<file path="config.mk">
export PLATFORM = sky130hd
export DESIGN_NAME = pl_elastic_stage
export DESIGN_NICKNAME = d
export VERILOG_FILES = /design/src/rtl/pl_pkg.sv /design/src/rtl/pl_data_reg.sv /design/src/rtl/pl_elastic_stage.sv
export SDC_FILE = /design/constraint.sdc
export NUM_CORES = 1
export LEC_CHECK = 0
export ABC_AREA = 0
export BUFFER_PORTS_ARGS = -buffer_cell sky130_fd_sc_hd__clkbuf_2
export CORE_UTILIZATION = 53
export CTS_BUF_LIST = sky130_fd_sc_hd__clkbuf_4 sky130_fd_sc_hd__clkbuf_8
export CTS_CLUSTER_DIAMETER = 60
export DETAILED_ROUTE_END_ITERATION = 8
export PLACE_DENSITY_LB_ADDON = 0.25
export SETUP_SLACK_MARGIN = 0.4
export SYNTH_ARGS = -nofsm -noshare
export SYNTH_HDL_FRONTEND = slang
export SYNTH_SLANG_ARGS = --single-unit
</file>
<file path="constraint.sdc">
create_clock -name clk -period 2 [get_ports clk]
set_input_delay 0.3 -clock clk [delete_from_list [all_inputs] [get_ports clk]]
set_output_delay 0.3 -clock clk [all_outputs]
set_load 0.03 [all_outputs]
</file>
<file path="src/rtl/pl_pkg.sv">
// rtl/pl_pkg.sv - shared state encoding and stage payload layout for the elastic pipeline stages
package pl_pkg;

    // State and occupancy share one encoding: the state value is the entry count.
    typedef enum logic [1:0] {
        PL_EMPTY = 2'd0,
        PL_ONE   = 2'd1,
        PL_FULL  = 2'd2
    } pl_state_e;

    // Payload widths per stage boundary of the RV32 pipeline.
    localparam int PL_IFID_W  = 64;   // pc + instr
    localparam int PL_IDEX_W  = 144;  // pc + rs1 + rs2 + imm + ctrl(16)
    localparam int PL_EXMEM_W = 88;   // alu + store data + rd(5) + ctrl(19)
    localparam int PL_MEMWB_W = 40;   // result + rd(5) + ctrl(3)

    // IF/ID field offsets
    localparam int PL_IFID_INSTR_LSB = 0;
    localparam int PL_IFID_PC_LSB    = 32;

    // ID/EX field offsets
    localparam int PL_IDEX_CTRL_LSB  = 0;
    localparam int PL_IDEX_IMM_LSB   = 16;
    localparam int PL_IDEX_RS2_LSB   = 48;
    localparam int PL_IDEX_RS1_LSB   = 80;
    localparam int PL_IDEX_PC_LSB    = 112;

    // EX/MEM field offsets
    localparam int PL_EXMEM_CTRL_LSB = 0;
    localparam int PL_EXMEM_RD_LSB   = 19;
    localparam int PL_EXMEM_STD_LSB  = 24;
    localparam int PL_EXMEM_ALU_LSB  = 56;

    // MEM/WB field offsets
    localparam int PL_MEMWB_CTRL_LSB = 0;
    localparam int PL_MEMWB_RD_LSB   = 3;
    localparam int PL_MEMWB_RES_LSB  = 8;

endpackage

</file>
<file path="src/rtl/pl_data_reg.sv">
// rtl/pl_data_reg.sv - payload register with load enable and synchronous clear
// Ports: clk; clr (sync clear to zero, wins over load); load; d (next payload); q (held payload).
module pl_data_reg #(
    parameter int DATA_W = 32
) (
    input  logic              clk,
    input  logic              clr,
    input  logic              load,
    input  logic [DATA_W-1:0] d,
    output logic [DATA_W-1:0] q
);

    always_ff @(posedge clk) begin
        if (clr) begin
            q <= '0;
        end else if (load) begin
            q <= d;
        end
    end

endmodule

</file>
<file path="src/rtl/pl_elastic_stage.sv">
// rtl/pl_elastic_stage.sv - valid/ready pipeline stage register with optional two-entry skid buffer
// Ports: clk; reset (sync, active-high); flush (squash held entries);
//        in_valid/in_ready/in_data (upstream side); out_valid/out_ready/out_data (downstream side);
//        occupancy (live entries, 0..2).
// SKID=1 registers in_ready and absorbs one extra beat in the skid register;
// SKID=0 uses a single register and a combinational in_ready.
module pl_elastic_stage
    import pl_pkg::*;
#(
    parameter int DATA_W = 32,
    parameter int SKID   = 1
) (
    input  logic              clk,
    input  logic              reset,
    input  logic              flush,
    input  logic              in_valid,
    output logic              in_ready,
    input  logic [DATA_W-1:0] in_data,
    output logic              out_valid,
    input  logic              out_ready,
    output logic [DATA_W-1:0] out_data,
    output logic [1:0]        occupancy
);

    pl_state_e         state_q;
    pl_state_e         state_d;
    logic              in_xfer;
    logic              out_xfer;
    logic              main_load;
    logic              skid_load;
    logic              sel_skid;
    logic [DATA_W-1:0] main_d;
    logic [DATA_W-1:0] main_q;
    logic [DATA_W-1:0] skid_q;

    assign out_valid = (state_q != PL_EMPTY);
    assign out_xfer  = out_valid & out_ready;
    assign in_xfer   = in_valid & in_ready;
    assign occupancy = state_q;
    assign out_data  = main_q;

    always_comb begin
        state_d   = state_q;
        main_load = 1'b0;
        skid_load = 1'b0;
        sel_skid  = 1'b0;
        if (flush) begin
            // Entries are squashed; payload registers keep their old contents.
            state_d = PL_EMPTY;
        end else if (SKID != 0) begin
            case (state_q)
                PL_EMPTY: begin
                    if (in_xfer) begin
                        state_d   = PL_ONE;
                        main_load = 1'b1;
                    end
                end
                PL_ONE: begin
                    if (in_xfer && out_xfer) begin
                        main_load = 1'b1;
                    end else if (out_xfer) begin
                        state_d = PL_EMPTY;
                    end else if (in_xfer) begin
                        state_d   = PL_FULL;
                        skid_load = 1'b1;
                    end
                end
                PL_FULL: begin
                    // in_ready is low here, so only the drain case exists.
                    if (out_xfer) begin
                        state_d   = PL_ONE;
                        main_load = 1'b1;
                        sel_skid  = 1'b1;
                    end
                end
                default: state_d = PL_EMPTY;
            endcase
        end else begin
            if (in_xfer) begin
                state_d   = PL_ONE;
                main_load = 1'b1;
            end else if (out_xfer) begin
                state_d = PL_EMPTY;
            end
        end
    end

    always_ff @(posedge clk) begin
        if (reset) begin
            state_q <= PL_EMPTY;
        end else begin
            state_q <= state_d;
        end
    end

    assign main_d = sel_skid ? skid_q : in_data;

    pl_data_reg #(.DATA_W(DATA_W)) u_main (
        .clk  (clk),
        .clr  (reset),
        .load (main_load),
        .d    (main_d),
        .q    (main_q)
    );

    generate
        if (SKID != 0) begin : g_skid
            logic in_ready_q;

            // Registered ready looks at the next state so it drops on the
            // same edge the skid register fills.
            always_ff @(posedge clk) begin
                if (reset) begin
                    in_ready_q <= 1'b1;
                end else begin
                    in_ready_q <= (state_d != PL_FULL);
                end
            end
            assign in_ready = in_ready_q;

            pl_data_reg #(.DATA_W(DATA_W)) u_skid (
                .clk  (clk),
                .clr  (reset),
                .load (skid_load),
                .d    (in_data),
                .q    (skid_q)
            );
        end else begin : g_noskid
            logic unused_skid_load;
            assign unused_skid_load = skid_load;
            assign in_ready = out_ready | ~out_valid;
            assign skid_q   = '0;
        end
    endgenerate

endmodule
</file>
==> impl_metrics.tcl <==
set metrics [dict create \
    cp.arrival_ps 1750 \
    rows 26 \
    synthesis.nets 339 \
    yosys_warnings 0 \
    fin_crit_sh 0.776 \
    p_leak_nw 1.32 \
    slew_headroom 0.699 \
    multi_input_area_um2 1390 \
    drt_iter0_drc 91 \
    clockBufferDepth 2 \
    vias 2371 \
    yosys-top-cells-count "dfxtp_1, nand2_1, a21oi_1, nor2_1, mux2i_1" \
    critPathCaptureType "register" \
    grt_use_total 0.216 \
    synth_top_cell_area_share 0.470 \
    hp-class "in2reg" \
    start_kind "register" \
    final-setup-viol-count 0 \
    cts_tree "yes" \
    ys_seq_area_frac 0.470 \
    cts_hold_buf 0 \
    synthTopCellsByArea "dfxtp_1, a211oi_2, mux2i_1" \
    ys_ff_latch 67 \
    maxCapViolCount 0 \
    ys_async_sr_fraction 0 \
    critPathMaxFanout 19 \
    period_minus_slack_ps 1550 \
    power_w 0.00300 \
    final_util 0.694 \
    cts.sinks 67 \
    path_class "reg2reg" \
    synth_top_flop_cell "dfxtp_1" \
    first_global_vias 2103 \
    ioPinCount 73 \
    antenna_found_initial 0 \
    ant_nets 0 \
    syn_area_per_cell_um2 9.45 \
    yosysTopAreaCell "dfxtp_1" \
    routedWlPerCell_um 14.0 \
    fin_skew_ps 3.88 \
    synth.distinct_cells 24 \
    rsz0062_at_grt "true" \
    area_growth_pct 25.0 \
    nets 410 \
    insertion_delay_ps 330 \
    die_area_um2 5680 \
    die_w_um 75.4 \
    peakVddDrop_uv 493 \
    drcViolationCount 0 \
    routed_wl_um 6270 \
    initial_core_util 0.555 \
    hold_viol 0 \
    seqCellArea_um2 1350 \
    first_pass_iters 4 \
    gp_congestion 0.789 \
    cts_buffers 9 \
    synth_area_um2 2850 \
    core_area_um2 5140 \
    antenna_cells 0 \
    cts_htree_levels 3 \
    fill_cells 438 \
    grt_pass1_wl_um 9160 \
    tns_ps 0 \
    status "completed" \
    die_h_um 75.4 \
    synth_cells 302 \
    yosysMostFrequentCell "dfxtp_1" \
    cts_root_buf "clkbuf_8" \
    grt_overflow 0 \
    layout-drive-gt1-share 0.365 \
    path_clk_slew_ps 70 \
    port_buffers 72 \
    drv_slew 0 \
    critical_path_required_ps 2200 \
    dp_hpwl_um 3870 \
    synth_edf_count 0 \
    worst_pin_slew_ps 452 \
    grt_start_max_net_pins 39 \
    fmax_mhz 644 \
    p_per_area_nw_per_um2 841 \
    routed_via_density 5.29 \
]
==> worst max-delay path: stages, from the launching register on <==
cell and delay [ps]:
dfxtp_4 380, nand4b_1 270, a31oi_4 310, buf_4 180, clkbuf_16 200, a211oi_1 90
==> cells by family (layout without fill, tap and decap cells) <==
| kind of cell | after synthesis | in the layout | share of synthesized area |
|---|---|---|---|
| and+or+nand+nor | 110 | 110 | 0.161 |
| DFF | 67 | 67 | 0.470 |
| buffers and inverters | 24 | 100 | 0.0496 |
| muxes | 32 | 32 | 0.112 |
| AOI/OAI and AO/OA | 69 | 69 | 0.207 |
==> flip-flops by register name, summed over array words and instances, names as in the netlist <==
signal / count
in_ready: 1
g_skid.u_skid.q: 32
u_main.q: 32
occupancy: 2
==> routing by layer <==
| layer | global-route usage | vias up | part of all wire |
|---|---|---|---|
| met5 | 0 | - | 0 |
| met4 | 0.0988 | 0 | 0.015 |
| met3 | 0.0529 | 9 | 0.046 |
| met2 | 0.347 | 60 | 0.47 |
| met1 | 0.274 | 1116 | 0.46 |
| li1 | - | 1186 | - |
==> report_power, final <==
part | internal, W | total, W | switching, W
logic | 0.000165 | 0.000461 | 0.000297
clock network | 0.000617 | 0.00111 | 0.000495
registers | 0.00139 | 0.00143 | 0.0000320
==> cell usage in the layout, fill, tap and decap left out, types with 2 or more instances in the layout <==
master	count
clkbuf_2	71
a211oi_2	31
a21oi_1	34
mux2i_1	32
nor2_1	34
nand2_1	65
or4_1	2
clkbuf_16	2
dfxtp_1	64
clkinv_2	3
buf_12	4
buf_4	5
clkbuf_8	10
dfxtp_2	2
==> area by class of cell <==
cell class              instances  share of cell area
clock buffers                  11              0.0407
repair buffers                 84               0.151
clock inverters                 5              0.0147
well taps                      70              0.0246
flip-flops and latches         67               0.378
multi-input cells             211               0.391
==> through the flow <==
stage | hold WS [ps] | cells | worst slack [ps] | area (µm²)
6_report | 199 | 448 | 448 | 3570
3_3_place_gp | 441 | 429 | 443 | 3290
4_1_cts | 184 | 445 | 410 | 3490
3_5_place_dp | 447 | 429 | 379 | 3290
5_1_grt | 192 | 448 | 373 | 3570
2_1_floorplan | 365 | 302 | 436 | 2860
==> repair_timing <==
item	4_1_cts	5_1_grt
cloned	0	2
setup buffers	0	1
setup endpoints to repair	3	34
pin swaps	0	2
resized for setup	1	5
==> path summary, 6_finish.rpt <==
check / startpoint / to / slack (ps) / cells after the start
min reg2reg: g_skid.u_skid.q[31] / g_skid.u_skid.q[31] / 450 / 2
max reg2reg: occupancy[1] / u_main.q[9] / 450 / 5
max: occupancy[1] / u_main.q[9] / 450 / 5
min: out_ready / occupancy[1] / 200 / 2
No activity file was read; power rests on OpenSTA's default activity.
